==> src/rtl/paddle_ctrl.sv <==
// paddle_ctrl
//   Turns the raw right/left push-buttons into the paddle X position used by the
//   pong renderer. Each button is synchronised and debounced. The paddle then
//   moves once per video frame. Speed ramps up while a direction is held, and the
//   position is clamped to the visible field.
//
// Ports
//   clock_100Mhz  in   system clock, all logic on its rising edge
//   rst           in   asynchronous active-low reset
//   right, left   in   raw buttons, asynchronous to the clock, 1 = pressed
//   frame_tick    in   one-cycle pulse per frame (start of vertical blanking)
//   paddlePos     out  paddle left-edge X coordinate
//   speed         out  current step size in pixels per frame
//   at_edge       out  1 while paddlePos sits at either end of the field
module paddle_ctrl #(
    parameter int DEBOUNCE_CYCLES = 1_000_000,
    parameter int POS_W           = 10,
    parameter int POS_MAX         = 700,
    parameter int POS_RESET       = 350,
    parameter int MIN_STEP        = 2,
    parameter int MAX_STEP        = 8,
    parameter int ACCEL_FRAMES    = 4
) (
    input  logic             clock_100Mhz,
    input  logic             rst,
    input  logic             right,
    input  logic             left,
    input  logic             frame_tick,
    output logic [POS_W-1:0] paddlePos,
    output logic [3:0]       speed,
    output logic             at_edge
);

    localparam int CNT_W = (DEBOUNCE_CYCLES > 1) ? $clog2(DEBOUNCE_CYCLES) : 1;
    localparam int FC_W  = $clog2(ACCEL_FRAMES) + 1;

    typedef enum logic [1:0] {
        IDLE   = 2'd0,
        MOVE_R = 2'd1,
        MOVE_L = 2'd2
    } state_t;

    // Index 0 is the right button, index 1 is the left button.
    logic [1:0]       meta_q;
    logic [1:0]       sync_q;
    logic [1:0]       db_q;
    logic [CNT_W-1:0] dbCnt_q [2];

    state_t           state_q, state_d;
    logic [POS_W-1:0] pos_q, pos_d;
    logic [3:0]       speed_q, speed_d;
    logic [FC_W-1:0]  frameCnt_q, frameCnt_d;

    // Two-flop synchroniser, then a per-button stability counter.
    // The counter only runs while the synchronised level disagrees with the
    // accepted level. The accepted level flips once the disagreement has lasted
    // DEBOUNCE_CYCLES clocks, so any bounce shorter than that is discarded.
    always_ff @(posedge clock_100Mhz or negedge rst) begin
        if (!rst) begin
            meta_q <= '0;
            sync_q <= '0;
            db_q   <= '0;
            for (int i = 0; i < 2; i++) begin
                dbCnt_q[i] <= '0;
            end
        end else begin
            meta_q <= {left, right};
            sync_q <= meta_q;
            for (int i = 0; i < 2; i++) begin
                if (sync_q[i] == db_q[i]) begin
                    dbCnt_q[i] <= '0;
                end else if (dbCnt_q[i] == CNT_W'(DEBOUNCE_CYCLES - 1)) begin
                    dbCnt_q[i] <= '0;
                    db_q[i]    <= sync_q[i];
                end else begin
                    dbCnt_q[i] <= dbCnt_q[i] + 1'b1;
                end
            end
        end
    end

    // State, position, speed and the acceleration counter all advance only
    // on frame_tick, so the outputs stay frozen for the whole visible frame.
    always_ff @(posedge clock_100Mhz or negedge rst) begin
        if (!rst) begin
            state_q    <= IDLE;
            pos_q      <= POS_W'(POS_RESET);
            speed_q    <= 4'(MIN_STEP);
            frameCnt_q <= '0;
        end else begin
            state_q    <= state_d;
            pos_q      <= pos_d;
            speed_q    <= speed_d;
            frameCnt_q <= frameCnt_d;
        end
    end

    // Next-state, move and speed-ramp logic.
    // The move always uses the speed held before this tick. A reversal, a
    // return to IDLE, or a clamp against either edge drops the paddle back to
    // its slowest speed. Entering a move from IDLE counts as the first frame
    // of continuous motion.
    always_comb begin
        logic             goR;
        logic             goL;
        logic             clamp;
        logic [POS_W:0]   sum;

        state_d    = state_q;
        pos_d      = pos_q;
        speed_d    = speed_q;
        frameCnt_d = frameCnt_q;
        goR        = db_q[0] & ~db_q[1];
        goL        = db_q[1] & ~db_q[0];
        clamp      = 1'b0;
        sum        = {1'b0, pos_q} + (POS_W+1)'(speed_q);

        if (frame_tick) begin
            if (goR) begin
                state_d = MOVE_R;
            end else if (goL) begin
                state_d = MOVE_L;
            end else begin
                state_d = IDLE;
            end

            case (state_d)
                MOVE_R: begin
                    if (sum > (POS_W+1)'(POS_MAX)) begin
                        pos_d = POS_W'(POS_MAX);
                        clamp = 1'b1;
                    end else begin
                        pos_d = sum[POS_W-1:0];
                    end
                end
                MOVE_L: begin
                    if (pos_q < POS_W'(speed_q)) begin
                        pos_d = '0;
                        clamp = 1'b1;
                    end else begin
                        pos_d = pos_q - POS_W'(speed_q);
                    end
                end
                default: begin
                end
            endcase

            if (state_d == IDLE || clamp || (state_q != IDLE && state_q != state_d)) begin
                speed_d    = 4'(MIN_STEP);
                frameCnt_d = '0;
            end else if (frameCnt_q == FC_W'(ACCEL_FRAMES - 1)) begin
                frameCnt_d = '0;
                speed_d    = (speed_q >= 4'(MAX_STEP)) ? 4'(MAX_STEP) : speed_q + 4'd1;
            end else begin
                frameCnt_d = frameCnt_q + 1'b1;
            end
        end
    end

    assign paddlePos = pos_q;
    assign speed     = speed_q;
    assign at_edge   = (pos_q == '0) || (pos_q == POS_W'(POS_MAX));

endmodule

==> config.mk <==
export PLATFORM = sky130hd
export DESIGN_NAME = paddle_ctrl
export DESIGN_NICKNAME = d
export VERILOG_FILES = /design/src/rtl/paddle_ctrl.sv
export SDC_FILE = /design/constraint.sdc
export NUM_CORES = 1
export LEC_CHECK = 0
export CAP_MARGIN = 20
export CORE_ASPECT_RATIO = 1.5
export CORE_MARGIN = 2
export CORE_UTILIZATION = 55
export CTS_CLUSTER_SIZE = 24
export DETAILED_ROUTE_END_ITERATION = 12
export GPL_ROUTABILITY_DRIVEN = 1
export PLACE_DENSITY = 0.77
export SLEW_MARGIN = 20
export SYNTH_ARGS = -nofsm -noshare
export SYNTH_HDL_FRONTEND = slang
export SYNTH_SLANG_ARGS = --single-unit
==> constraint.sdc <==
create_clock -name clock_100Mhz -period 2.8 [get_ports clock_100Mhz]
set_clock_uncertainty 0.2 [all_clocks]
set_input_delay 0.56 -clock clock_100Mhz [delete_from_list [all_inputs] [get_ports clock_100Mhz]]
set_output_delay 0.56 -clock clock_100Mhz [all_outputs]
set_load 0.05 [all_outputs]
* Yosys cells after proc, flatten, opt, wreduce, memory -nomap -nowiden
Cells that the tools add are included.
** Operators by class
- $lt $le $gt $ge :: 3
- Reduce and logical (&&, ||, !) cells :: 13
- $add $sub $neg :: 6
- Multiplexer cells :: 19
- Bitwise gates (word level) :: 6
- Equality and inequality tests :: 9
** Operator list (count)
- 20-bit 2-to-1 mux :: 4
- 20-bit by 1-bit adder with 20-bit output (second input constant) :: 2
- 20-bit == test (second input constant) :: 2
- 10-bit 2-to-1 mux :: 2
- 10-bit one-hot mux with 2 select lines :: 1
- 4-bit 2-to-1 mux :: 3
- 10-bit by 4-bit adder with 11-bit output :: 1
- 11-bit by 10-bit > comparator with 1-bit output (second input constant) :: 1
- 10-bit == test (second input constant) :: 1
- 10-bit zero test :: 1
- 10-bit by 4-bit < comparator with 1-bit output :: 1
- 10-bit by 4-bit subtractor with 10-bit output :: 1
- 2-bit AND reduction :: 4
- 2-bit 2-to-1 mux :: 3
- 3-bit 2-to-1 mux :: 2
- 2-bit nonzero test :: 3
- 4-bit by 1-bit adder with 4-bit output (second input constant) :: 1
- 4-bit >= comparator (second input constant) :: 1
- 1-bit NOT :: 4
- 3-bit by 1-bit adder with 3-bit output (second input constant) :: 1
- 3-bit by 2-bit == test with 1-bit output (second input constant) :: 1
- 1-bit logical OR :: 3
- 1-bit 2-to-1 mux :: 3
- 1-bit bitwise AND :: 2
- 7 further kinds :: 8
** Word-level totals
- Output and inout port bits :: 15
- Bits of input ports :: 5
- Word-level logic and storage cells :: 66
- Flip-flop bits (word level) :: 65

* Depth between registers and ports, before layout
Gate-level depths: netlist of the first run.
- Word-level depth :: 12
- Gate-level depth with buffers :: 12

* Worst setup path before layout of the first run
No wires, ideal clock.
- Kind :: register to register
- Start :: register pos_q[0], in the netlist paddlePos[0]
- End :: register speed_q[0], in the netlist speed[0]
- Arrival :: 3.009 ns
- Path slack :: -0.536 ns
- Data required time :: 2.472 ns
- Cell stages (with the launch flop) :: 11
- Clock period less this slack :: 3.336 ns
- Path through :: dfrtp_1 -> ha_1 -> fa_1 -> and2b_2 -> o211ai_2 -> xnor2_1 -> nor3_1 -> and4_1 -> or3_2 -> a21oi_1 -> o21ai_0
** Between the ends
- Word-level cells in the longest chain between the ends :: 9
- Elaborated cells between the ends (all ways) :: 12
- Those cells by class :: add/sub: 1; order compare: 2; mux: 5; reduce/logical: 4
** Ends and longest elaborated chain
- start, declared :: RTL line 50 : logic [POS_W-1:0] pos_q, pos_d;
- start signal, assigned :: RTL line 87 : pos_q <= POS_W'(POS_RESET);
- start signal, assigned :: RTL line 92 : pos_q <= pos_d;
- 10-bit by 4-bit adder with 11-bit output :: RTL line 116 : sum = {1'b0, pos_q} + (POS_W+1)'(speed_q);
- 11-bit by 10-bit > comparator with 1-bit output :: RTL line 129 : if (sum > (POS_W+1)'(POS_MAX)) begin
- 1-bit 2-to-1 mux :: RTL line 129
- 1-bit one-hot mux with 2 select lines * :: RTL line 127 : case (state_d)
- 1-bit 2-to-1 mux * :: RTL line 118 : if (frame_tick) begin
- 1-bit logical OR * (2 in series) :: RTL line 148 : if (state_d == IDLE || clamp || (state_q != IDLE && state_q != state_d)) begin
- 2-bit nonzero test (no source line)
- 2-bit AND reduction (no source line)
- end signal, assigned :: RTL line 88 : speed_q <= 4'(MIN_STEP);
- end signal, assigned :: RTL line 93 : speed_q <= speed_d;
- end, declared :: RTL line 51 : logic [3:0] speed_q, speed_d;
Every way passes the cells marked *; elsewhere a longest branch is shown, timed or not. The select of a mux whose other input is x is not followed.
A chain may end at the register's enable or synchronous reset.

* Worst setup path in the final report of the first run
- Start :: register speed_q[1], in the netlist speed[1]
- End :: register speed_q[0], in the netlist speed[0]
** Between the ends
- Word-level cells in the longest chain between the ends :: 9
- Elaborated cells between the ends (all ways) :: 15
- Those cells by class :: add/sub: 1; order compare: 3; mux: 7; reduce/logical: 4
** Ends and longest elaborated chain (RTL line)
- 10-bit by 4-bit adder with 11-bit output :: 116
- 11-bit by 10-bit > comparator with 1-bit output :: 129
- 1-bit 2-to-1 mux :: 129
- 1-bit one-hot mux with 2 select lines :: 127
- 1-bit 2-to-1 mux :: 118
- 1-bit logical OR (2 in series) :: 148
- 2-bit nonzero test (no source line)
- 2-bit AND reduction (no source line)
Parallel ways exist; a longest one is shown, timed or not. The select of a mux whose other input is x is not followed.

==> results of run 1 <==
## routing by layer
| layer | routed length (um) | part of all wire [%] | up-vias |
|---|---|---|---|
| met1 | 3590 | 41 | 1607 |
| met3 | 199 | 2.3 | 19 |
| met2 | 4760 | 54 | 62 |
| li1 | - | - | 1615 |
| met4 | 255 | 2.9 | 0 |
| met5 | 0 | 0 | - |
## flip-flops by register name (all words and copies together) (netlist names)
signal / cells
dbCnt_q: 40
db_q: 2
frameCnt_q: 3
meta_q: 2
paddlePos: 10
speed: 4
state_q: 2
sync_q: 2
## power by group through the flow
stage | registers (mW) | clock network [mW] | logic [mW]
3_3_place_gp | 0.990 | 0 | 0.165
4_1_cts | 0.974 | 0.809 | 0.179
5_1_grt | 0.976 | 0.835 | 0.206
6_report | 0.975 | 0.775 | 0.188
3_5_place_dp | 0.991 | 0 | 0.169
2_1_floorplan | 1.00 | 0 | 0.0832
## cells in the final DEF (no fill, tap or decap), drive strengths merged, types with 3 or more instances in the layout
cell / Yosys / routed
nand2: 31 / 31
buf: 5 / 45
ha: 16 / 16
a21o: 3 / 3
nand3: 22 / 22
and3: 10 / 10
xor2: 17 / 17
nor4b: 4 / 4
a32oi: 3 / 3
a211oi: 5 / 5
and2: 3 / 3
or2: 4 / 4
nor2: 67 / 67
and4: 4 / 4
o21ai: 21 / 21
nor4: 5 / 5
nor2b: 5 / 5
a21oi: 18 / 18
nor3: 10 / 10
dfrtp: 58 / 58
o211ai: 3 / 3
o22ai: 3 / 3
inv: 25 / 25
or3: 4 / 4
xnor2: 20 / 20
nand2b: 6 / 6
a31oi: 6 / 6
nand4: 3 / 3
mux2: 3 / 3
clkbuf: 10 / 13
dfstp: 7 / 7
clkdlybuf4s50: 0 / 17
## cell type report
class,instances,area (sq um)
multi-input cells,326,2340
fillers,510,1950
flip-flops and latches,65,1650
repair buffers,62,534
clock buffers,13,149
well taps,78,97.6
inverters,25,96.3
clock inverters,3,40.0
## worst max-delay path, delay by kind of cell (launching register included)
family                   cells  cell delay (ns)
AO/OA/AOI/OAI                5             1.07
buffers and inverters        1             0.04
flip-flops                   1             0.64
AND/OR/NAND/NOR              3             0.81
adder cells (fa/ha/maj)      1             0.27
## worst min-delay path by stage
stage | endpoint | startpoint | depth (start not counted)
after detailed placement | sync_q[0]$_DFF_PN0_ | meta_q[0]$_DFF_PN0_ | 0
after floorplan | dbCnt_q[0]$_DFF_PN0_ | rst | 0
after global routing | dbCnt_q[29]$_DFF_PN0_ | rst | 2
final | dbCnt_q[36]$_DFF_PN0_ | rst | 2
after CTS | dbCnt_q[36]$_DFF_PN0_ | rst | 2
after global placement | sync_q[1]$_DFF_PN0_ | meta_q[1]$_DFF_PN0_ | 0
## cell families (layout without fill, tap and decap cells)
kind of cell | after synthesis | count (layout) | synth area share [%]
DFF | 65 | 65 | 42.0
buffers and inverters | 40 | 103 | 3.98
and+or+nand+nor | 185 | 185 | 23.6
AOI/OAI and AO/OA | 81 | 81 | 14.5
muxes | 5 | 5 | 1.38
adders and majority gates | 18 | 18 | 6.17
xor gates and xnor gates | 37 | 37 | 8.32
## what timing repair did
action / CTS / global route
endpoints found under the setup margin: 16 / 18
gates resized for setup: 22 / 20
setup buffers: 3 / 4
hold buffers: 0 / 0
pin swaps: 15 / 12
==> flow_summary.toml, run 1 <==
[yosys]
synth_flop_cell = "dfrtp_1"
ys_ff_latch = 65
synth_nets = 454
synth.largest_area_cell = "dfrtp_1"
ys_top_cells_by_area = "dfrtp_1 37%, nor2_1 6.5%, ha_1 5.1%"
synth-seq-area-share_pct = 42.0
synth-edff-count = 0
synth_top_area_share_pct = 37.3
syn-instance-count = 431
synthDistinctLibCells = 64
yosysMostFrequentCell = "nor2_1"
avgSynthCellArea_sq_um = 9.04
synth_common_cells = "67 x nor2_1, 58 x dfrtp_1, 31 x nand2_1"
async_flop_share_pct = 100
syn_area_sq_um = 3890
ys_warn_count = 0

[layout]
utilization_pct = 71.5
antennaDiodeCount = 0
design_area_sq_um = 4900
final_cells = 572
drive_gt1_share_pct = 23.7
nets = 512
syn2layout_area_growth_pct = 25.8

[min_path]
hp-class = "primary input to async pin"

[grt]
grt.overflow.total = 0
grt_pass1_wl_mm = 14.7
grt_pass1_vias = 3336
globalRouteTotalUtil_pct = 24.2
top_usage_layer = "met2"
grt_max_degree = 66
use_met3_pct = 4.32
antenna_found_initial = 0
use_met2_pct = 43.2
grtUsageMet1_pct = 26.6

[floorplanning]
fp.dieH_um = 107
rows = 37
die_w_um = 72.7
start_util_pct = 56.8
core_sq_um = 6850
ios = 20
dieArea_sq_um = 7780

[pwr]
power.total_mw = 1.94
ir_drop_v = 0.000336
p_per_area_nw_per_um2 = 395
p_comb_share_pct = 9.7
p_sw_mw = 0.469
seq_power_share_pct = 50.3
p_leak_nw = 2.08
intPower_mw = 1.47
switching_share_pct = 24.2
clkPwrFrac_pct = 40.0

[placement]
placed_cells = 550
port_buffers = 19
dpl.hpwl_mm = 6.30
place_congestion = 0.885
dpl_cell_area_sq_um = 4480
place_ws_ns = -0.377

[critical_path]
cp-endpoint = "speed[0]$_DFFE_PN0P_"
critPathLaunchType = "register"
worst_ep_required_time_ns = 2.87
critPathMaxFanout = 6
crit_start = "speed[1]$_DFFE_PN1P_"
reg2regPathDepth = 10
crit_chain = "inv_4 > ha_4 > nor3b_4 > o31a_1 > or2_4 > a211o_4 > a211oi_4 > o41ai_4 > or4_1 > o21ai_1"
worst-setup-path-type = "register to register"
cp-end-kind = "register"
r2r-end = "speed[0]$_DFFE_PN0P_"
cp.arrival_ns = 3.18
rrSetupSlack_ns = -0.31
worstReg2RegStart = "speed[1]$_DFFE_PN1P_"
slowest_stage = "dfstp_4"
cp_slowest_stage_delay_ns = 0.64

[cts]
numCtsBuffers = 9
cts_max_level = 3
cts_tree = "yes"
cts_root_buffer = "clkbuf_8"
clkLatencyLatePin_ns = 0.34
cts.sinks = 65
clk_transition_reported_paths_ns = 0.07
cts_buffer_depth = 2

[timing]
setup_ws_ns = -0.306
finalHoldViolCount = 0
hold_ws_ns = 0.0115
setup_viol = 11
fin_crit_ns = 3.11
fin_setup_tns_ns = -1.89
rsz0062_at_grt = "yes"
slew_viol_final = 0
tightestPinTransition_ns = 0.710
relSlewSlack_pct = 52.7
max_freq_mhz = 322
min_period_over_period_pct = 111

[detailed_routing]
vias = 3303
first_pass_iters = 4
routed_wl_mm = 8.80
drtAntennaViolNets = 0
drt-initial-drc-count = 188
drc = 0
viasPerCell = 5.77
wl_per_cell_um = 15.4

[status]
status = "finished, violations left"
violations = "setup timing"

[flow_run]
cap_violations = 0
(Power assumes the default switching activity.)
==> run 2: changes to the inputs <==
--- a/config.mk
+++ b/config.mk
@@ -8,11 +8,10 @@
 export CAP_MARGIN = 20
 export CORE_ASPECT_RATIO = 1.5
 export CORE_MARGIN = 2
-export CORE_UTILIZATION = 55
+export CORE_UTILIZATION = 30
 export CTS_CLUSTER_SIZE = 24
 export DETAILED_ROUTE_END_ITERATION = 12
 export GPL_ROUTABILITY_DRIVEN = 1
-export PLACE_DENSITY = 0.77
 export SLEW_MARGIN = 20
 export SYNTH_ARGS = -nofsm -noshare
 export SYNTH_HDL_FRONTEND = slang
==> run 2 against run 1 <==
The run still ends with setup timing left. Sequential cell count unchanged. Hold slack improved by 0.0034 ns. Fmax decreased by 0.42%. Register-to-register slack about the same. Count of clock-buffer cells in the layout increased by 2. First-iteration DRC count decreased by 38%. Total power increased by 14%. Utilization decreased by 32 points. Sequential power about the same. Wire length increased by 7.8%.
==> flow_summary.toml, run 2 (synthesis results as in run 1) <==
[status]
status = "finished, violations left"
violations = "setup timing"

[pwr]
p_leak_nw = 2.13
power.total_mw = 2.21
p_sw_mw = 0.522
switching_share_pct = 23.6
p_per_area_nw_per_um2 = 433
seq_power_share_pct = 44.3
ir_drop_v = 0.000351
clkPwrFrac_pct = 47.1
p_comb_share_pct = 8.7
intPower_mw = 1.69

[cts]
clkLatencyLatePin_ns = 0.33
clk_transition_reported_paths_ns = 0.06
cts_buffer_depth = 2
cts.sinks = 65
numCtsBuffers = 9
cts_root_buffer = "clkbuf_16"
cts_tree = "yes"
cts_max_level = 3

[timing]
finalHoldViolCount = 0
fin_crit_ns = 3.12
tightestPinTransition_ns = 0.698
max_freq_mhz = 321
relSlewSlack_pct = 53.4
rsz0062_at_grt = "yes"
setup_viol = 16
setup_ws_ns = -0.319
slew_viol_final = 0
min_period_over_period_pct = 111

[layout]
syn2layout_area_growth_pct = 30.8
final_cells = 659
final_cell_mix = "64 x nor2_1, 54 x dfrtp_1, 47 x buf_4"
nets = 518
largest_register = "dbCnt_q"
final_common_cell = "nor2_1"
drive_gt1_share_pct = 24.0
largest_reg_flops = 40
antennaDiodeCount = 0

[grt]
grt_pass1_vias = 3389
antenna_found_initial = 0
globalRouteTotalUtil_pct = 14.1
grt_max_degree = 47
grt_pass1_wl_mm = 15.9
grt.overflow.total = 0

[critical_path]
worst_ep_required_time_ns = 2.86
worst-setup-path-type = "register to register"
cp-end-kind = "register"
crit_chain = "inv_4 > ha_4 > nor3b_4 > o31a_1 > or2_4 > a211o_1 > a211oi_4 > o41ai_4 > or4b_1 > o21ai_1"
cp_slowest_stage_delay_ns = 0.62
critPathMaxFanout = 7
slowest_stage = "dfstp_4"
cp.arrival_ns = 3.18
critPathLaunchType = "register"

[detailed_routing]
routed_wl_mm = 9.49
drtAntennaViolNets = 0
viasPerCell = 5.05
drt-initial-drc-count = 117
drc = 0
first_pass_iters = 4
wl_per_cell_um = 14.4
vias = 3331

[floorplanning]
rows = 51
dieArea_sq_um = 13900
start_util_pct = 30.4
ios = 20
fp.dieH_um = 144
die_w_um = 97.0
core_sq_um = 12800

[placement]
dpl.hpwl_mm = 6.67
place_congestion = 0.892
port_buffers = 19
placed_cells = 635

[flow_run]
cap_violations = 0

[min_path]
hp-class = "primary input to async pin"
==> run 2: metal layers <==
metal | global-route usage [%] | up-vias | part of all wire [%]
met5 | 0 | - | 0
met4 | 8.01 | 0 | 3.3
met3 | 2.53 | 24 | 2.5
met2 | 24.9 | 59 | 51
met1 | 16.2 | 1619 | 44
li1 | - | 1629 | -
==> run 2: final cells by class <==
type	instances	area, sq um
clock buffers	15	268
clock inverters	1	5.00
fillers	1252	7730
inverters	25	96.3
multi-input cells	326	2300
flip-flops and latches	65	1650
well taps	159	199
repair buffers	68	579
==> run 2: stage by stage <==
stage          hold WS [ns]  TNS [ns]  util, %  setup slack [ns]  area, sq um
6_report             0.0150     -1.95     39.7            -0.319         5100
2_1_floorplan        0.0644     -1.82        -            -0.295         3960
3_3_place_gp          0.138     -1.75     36.0            -0.240         4610
5_1_grt              0.0441     -3.42     39.7            -0.398         5100
4_1_cts              0.0183     -2.68     38.7            -0.296         4970
3_5_place_dp          0.148     -2.91     36.0            -0.355         4610
==> run 2: power groups by stage <==
stage / Combinational (mW) / Clock (mW) / Sequential [mW]
after global placement: 0.170 / 0 / 0.991
after floorplan: 0.0832 / 0 / 1.00
after detailed placement: 0.173 / 0 / 0.992
after global routing: 0.210 / 1.11 / 0.979
final: 0.191 / 1.04 / 0.977
after CTS: 0.181 / 1.06 / 0.976
==> run 2: path summary, 6_finish.rpt <==
check	startpoint	to	depth (start not counted)	slack (ns)
setup / recovery	speed[1]$_DFFE_PN1P_	frameCnt_q[0]$_DFFE_PN0P_	10	-0.32
hold / removal	rst	paddlePos[0]$_DFFE_PN0P_	1	0.01
setup reg to reg	speed[1]$_DFFE_PN1P_	frameCnt_q[0]$_DFFE_PN0P_	10	-0.32
hold reg to reg	meta_q[0]$_DFF_PN0_	sync_q[0]$_DFF_PN0_	0	0.16
max in group asynchronous	rst	dbCnt_q[5]$_DFF_PN0_	2	1.75
min in group clock_100Mhz	meta_q[0]$_DFF_PN0_	sync_q[0]$_DFF_PN0_	0	0.16
==> run 2: critical path, delay by kind of cell (launching register included) <==
kind	cells	cell delay (ns)
buf+inv	1	0.04
flops	1	0.62
simple gates	3	0.78
compound gates	5	1.12
fa+ha+maj	1	0.27
==> run 2: what timing repair did <==
action / CTS / global route
endpoints found under the setup margin: 16 / 18
pin swaps: 7 / 18
hold buffers: 0 / 0
buffers inserted: 2 / 7
resized for setup: 12 / 25
==> run 3: changes to the inputs <==
--- a/config.mk
+++ b/config.mk
@@ -12,6 +12,7 @@
 export CTS_CLUSTER_SIZE = 24
 export DETAILED_ROUTE_END_ITERATION = 12
 export GPL_ROUTABILITY_DRIVEN = 1
+export HOLD_SLACK_MARGIN = 0.03
 export SLEW_MARGIN = 20
 export SYNTH_ARGS = -nofsm -noshare
 export SYNTH_HDL_FRONTEND = slang
==> run 3 against run 2 <==
Sequential power barely moved. Combinational power about the same. The flow still finishes with violations (setup timing). Die area did not move. Critical path depth is the same. Cell count rose by 0.15%. Highest routed layer unchanged. Critical path type unchanged. Design area is 0.20% higher. Utilization grew 0.078 points. Wire length fell by 0.35%.
==> flow_summary.toml, run 3 (synthesis results as in run 1) <==
[placement]
dpl.hpwl_mm = 6.67
place_congestion = 0.892
place_ws_ns = -0.355
port_buffers = 19

[layout]
final_common_cell = "nor2_1"
fill_cells = 1251
multiInputGateArea_sq_um = 2300
final_cell_mix = "64 x nor2_1, 54 x dfrtp_1, 47 x buf_4"
largest_register = "dbCnt_q"
nets = 519
regArea_sq_um = 1650
antennaDiodeCount = 0
syn2layout_area_growth_pct = 31.1
largest_reg_flops = 40
drive_gt1_share_pct = 24.0

[pwr]
intPower_mw = 1.69
switching_share_pct = 23.6
p_sw_mw = 0.521
p_comb_share_pct = 8.7
p_leak_nw = 2.14
seq_power_share_pct = 44.3
ir_drop_v = 0.000351
clkPwrFrac_pct = 47.0
p_per_area_nw_per_um2 = 432

[timing]
setup_viol = 16
relSlewSlack_pct = 53.3
setup_ws_ns = -0.307
min_period_over_period_pct = 111
fin_setup_tns_ns = -1.85
slew_viol_final = 0
finalHoldViolCount = 0
max_freq_mhz = 322
fin_crit_ns = 3.11
rsz0062_at_grt = "yes"
tightestPinTransition_ns = 0.700

[floorplanning]
dieArea_sq_um = 13900
die_w_um = 97.0
fp.dieH_um = 144
rows = 51
start_util_pct = 30.4
core_sq_um = 12800
ios = 20

[critical_path]
worst_ep_required_time_ns = 2.86
cp.arrival_ns = 3.16
worst-setup-path-type = "register to register"
cp-end-kind = "register"
critPathMaxFanout = 7
critPathLaunchType = "register"

[cts]
cts_buffer_depth = 2
cts_max_level = 3
clk_transition_reported_paths_ns = 0.06
numCtsBuffers = 9
clkLatencyLatePin_ns = 0.33
cts.sinks = 65
cts_root_buffer = "clkbuf_16"
cts_tree = "yes"

[min_path]
hp-class = "register to register"

[flow_run]
cap_violations = 0

[detailed_routing]
drc = 0
routed_wl_mm = 9.46
vias = 3341
drtAntennaViolNets = 0
viasPerCell = 5.06
wl_per_cell_um = 14.3
first_pass_iters = 4
drt-initial-drc-count = 124

[grt]
grt_max_degree = 47
grt_pass1_wl_mm = 15.9
grt.overflow.total = 0
globalRouteTotalUtil_pct = 14.1
antenna_found_initial = 0
grt_pass1_vias = 3389

[status]
status = "finished, violations left"
violations = "setup timing"
## run 3: timing repair
| action | CTS | global route |
|---|---|---|
| hold buffers | 1 | 0 |
| endpoints found under the setup margin | 16 | 18 |
| resized for setup | 12 | 25 |
| hold endpoints to repair | 12 | 0 |
| buffers inserted | 2 | 7 |
| pin swaps | 7 | 18 |
## run 3: power by group through the flow
stage          logic [mW]  clock network, mW  registers [mW]
2_1_floorplan      0.0832                  0            1.00
3_3_place_gp        0.170                  0           0.991
3_5_place_dp        0.173                  0           0.992
4_1_cts             0.182               1.06           0.976
5_1_grt             0.212               1.11           0.979
6_report            0.192               1.04           0.977
## run 3: worst paths after layout
check                                      from                         to  slack, ns  depth (start not counted)
hold / removal              meta_q[0]$_DFF_PN0_        sync_q[0]$_DFF_PN0_       0.16                          0
hold reg to reg             meta_q[0]$_DFF_PN0_        sync_q[0]$_DFF_PN0_       0.16                          0
min in group asynchronous                   rst   paddlePos[0]$_DFFE_PN0P_       0.56                          2
setup / recovery           speed[1]$_DFFE_PN1P_  frameCnt_q[0]$_DFFE_PN0P_      -0.31                         10
max in group asynchronous                   rst       dbCnt_q[5]$_DFF_PN0_       1.21                          3
setup reg to reg           speed[1]$_DFFE_PN1P_  frameCnt_q[0]$_DFFE_PN0P_      -0.31                         10
## run 3: final cells by class
| cell class | instances | share of cell area [%] |
|---|---|---|
| inverter | 25 | 1.89 |
| timing repair buffer | 69 | 11.5 |
| clock inverter | 1 | 0.0980 |
| sequential | 65 | 32.3 |
| clock buffer | 15 | 5.24 |
| multi-input combinational | 326 | 45.1 |
| tap | 159 | 3.90 |
## run 3: layer usage
layer  wire [um]  vias up  GRT usage [%]
li1            -     1626              -
met1        4070     1627           16.2
met2        4810       64           24.9
met3         258       24           2.48
met4         318        0           8.01
met5           0        -              0
## run 3: metrics by stage
| step | cells | hold WS, ns | total power [mW] | utilization (%) | instance area, sq um |
|---|---|---|---|---|---|
| after floorplan | 431 | 0.0644 | 1.09 | - | 3960 |
| after global placement | 635 | 0.138 | 1.16 | 36.0 | 4610 |
| after detailed placement | 635 | 0.148 | 1.16 | 36.0 | 4610 |
| after CTS | 654 | 0.160 | 2.22 | 38.8 | 4980 |
| after global routing | 660 | 0.164 | 2.30 | 39.8 | 5110 |
| final | 660 | 0.158 | 2.21 | 39.8 | 5110 |
## run 3: worst max-delay path, cell delays in order, from the launching register on
cell and delay (ns):
dfstp_4 0.62, inv_4 0.04, ha_4 0.27, nor3b_4 0.05, o31a_1 0.31, or2_4 0.24
a211o_1 0.31, a211oi_4 0.24, o41ai_4 0.15, or4b_1 0.49, o21ai_1 0.10
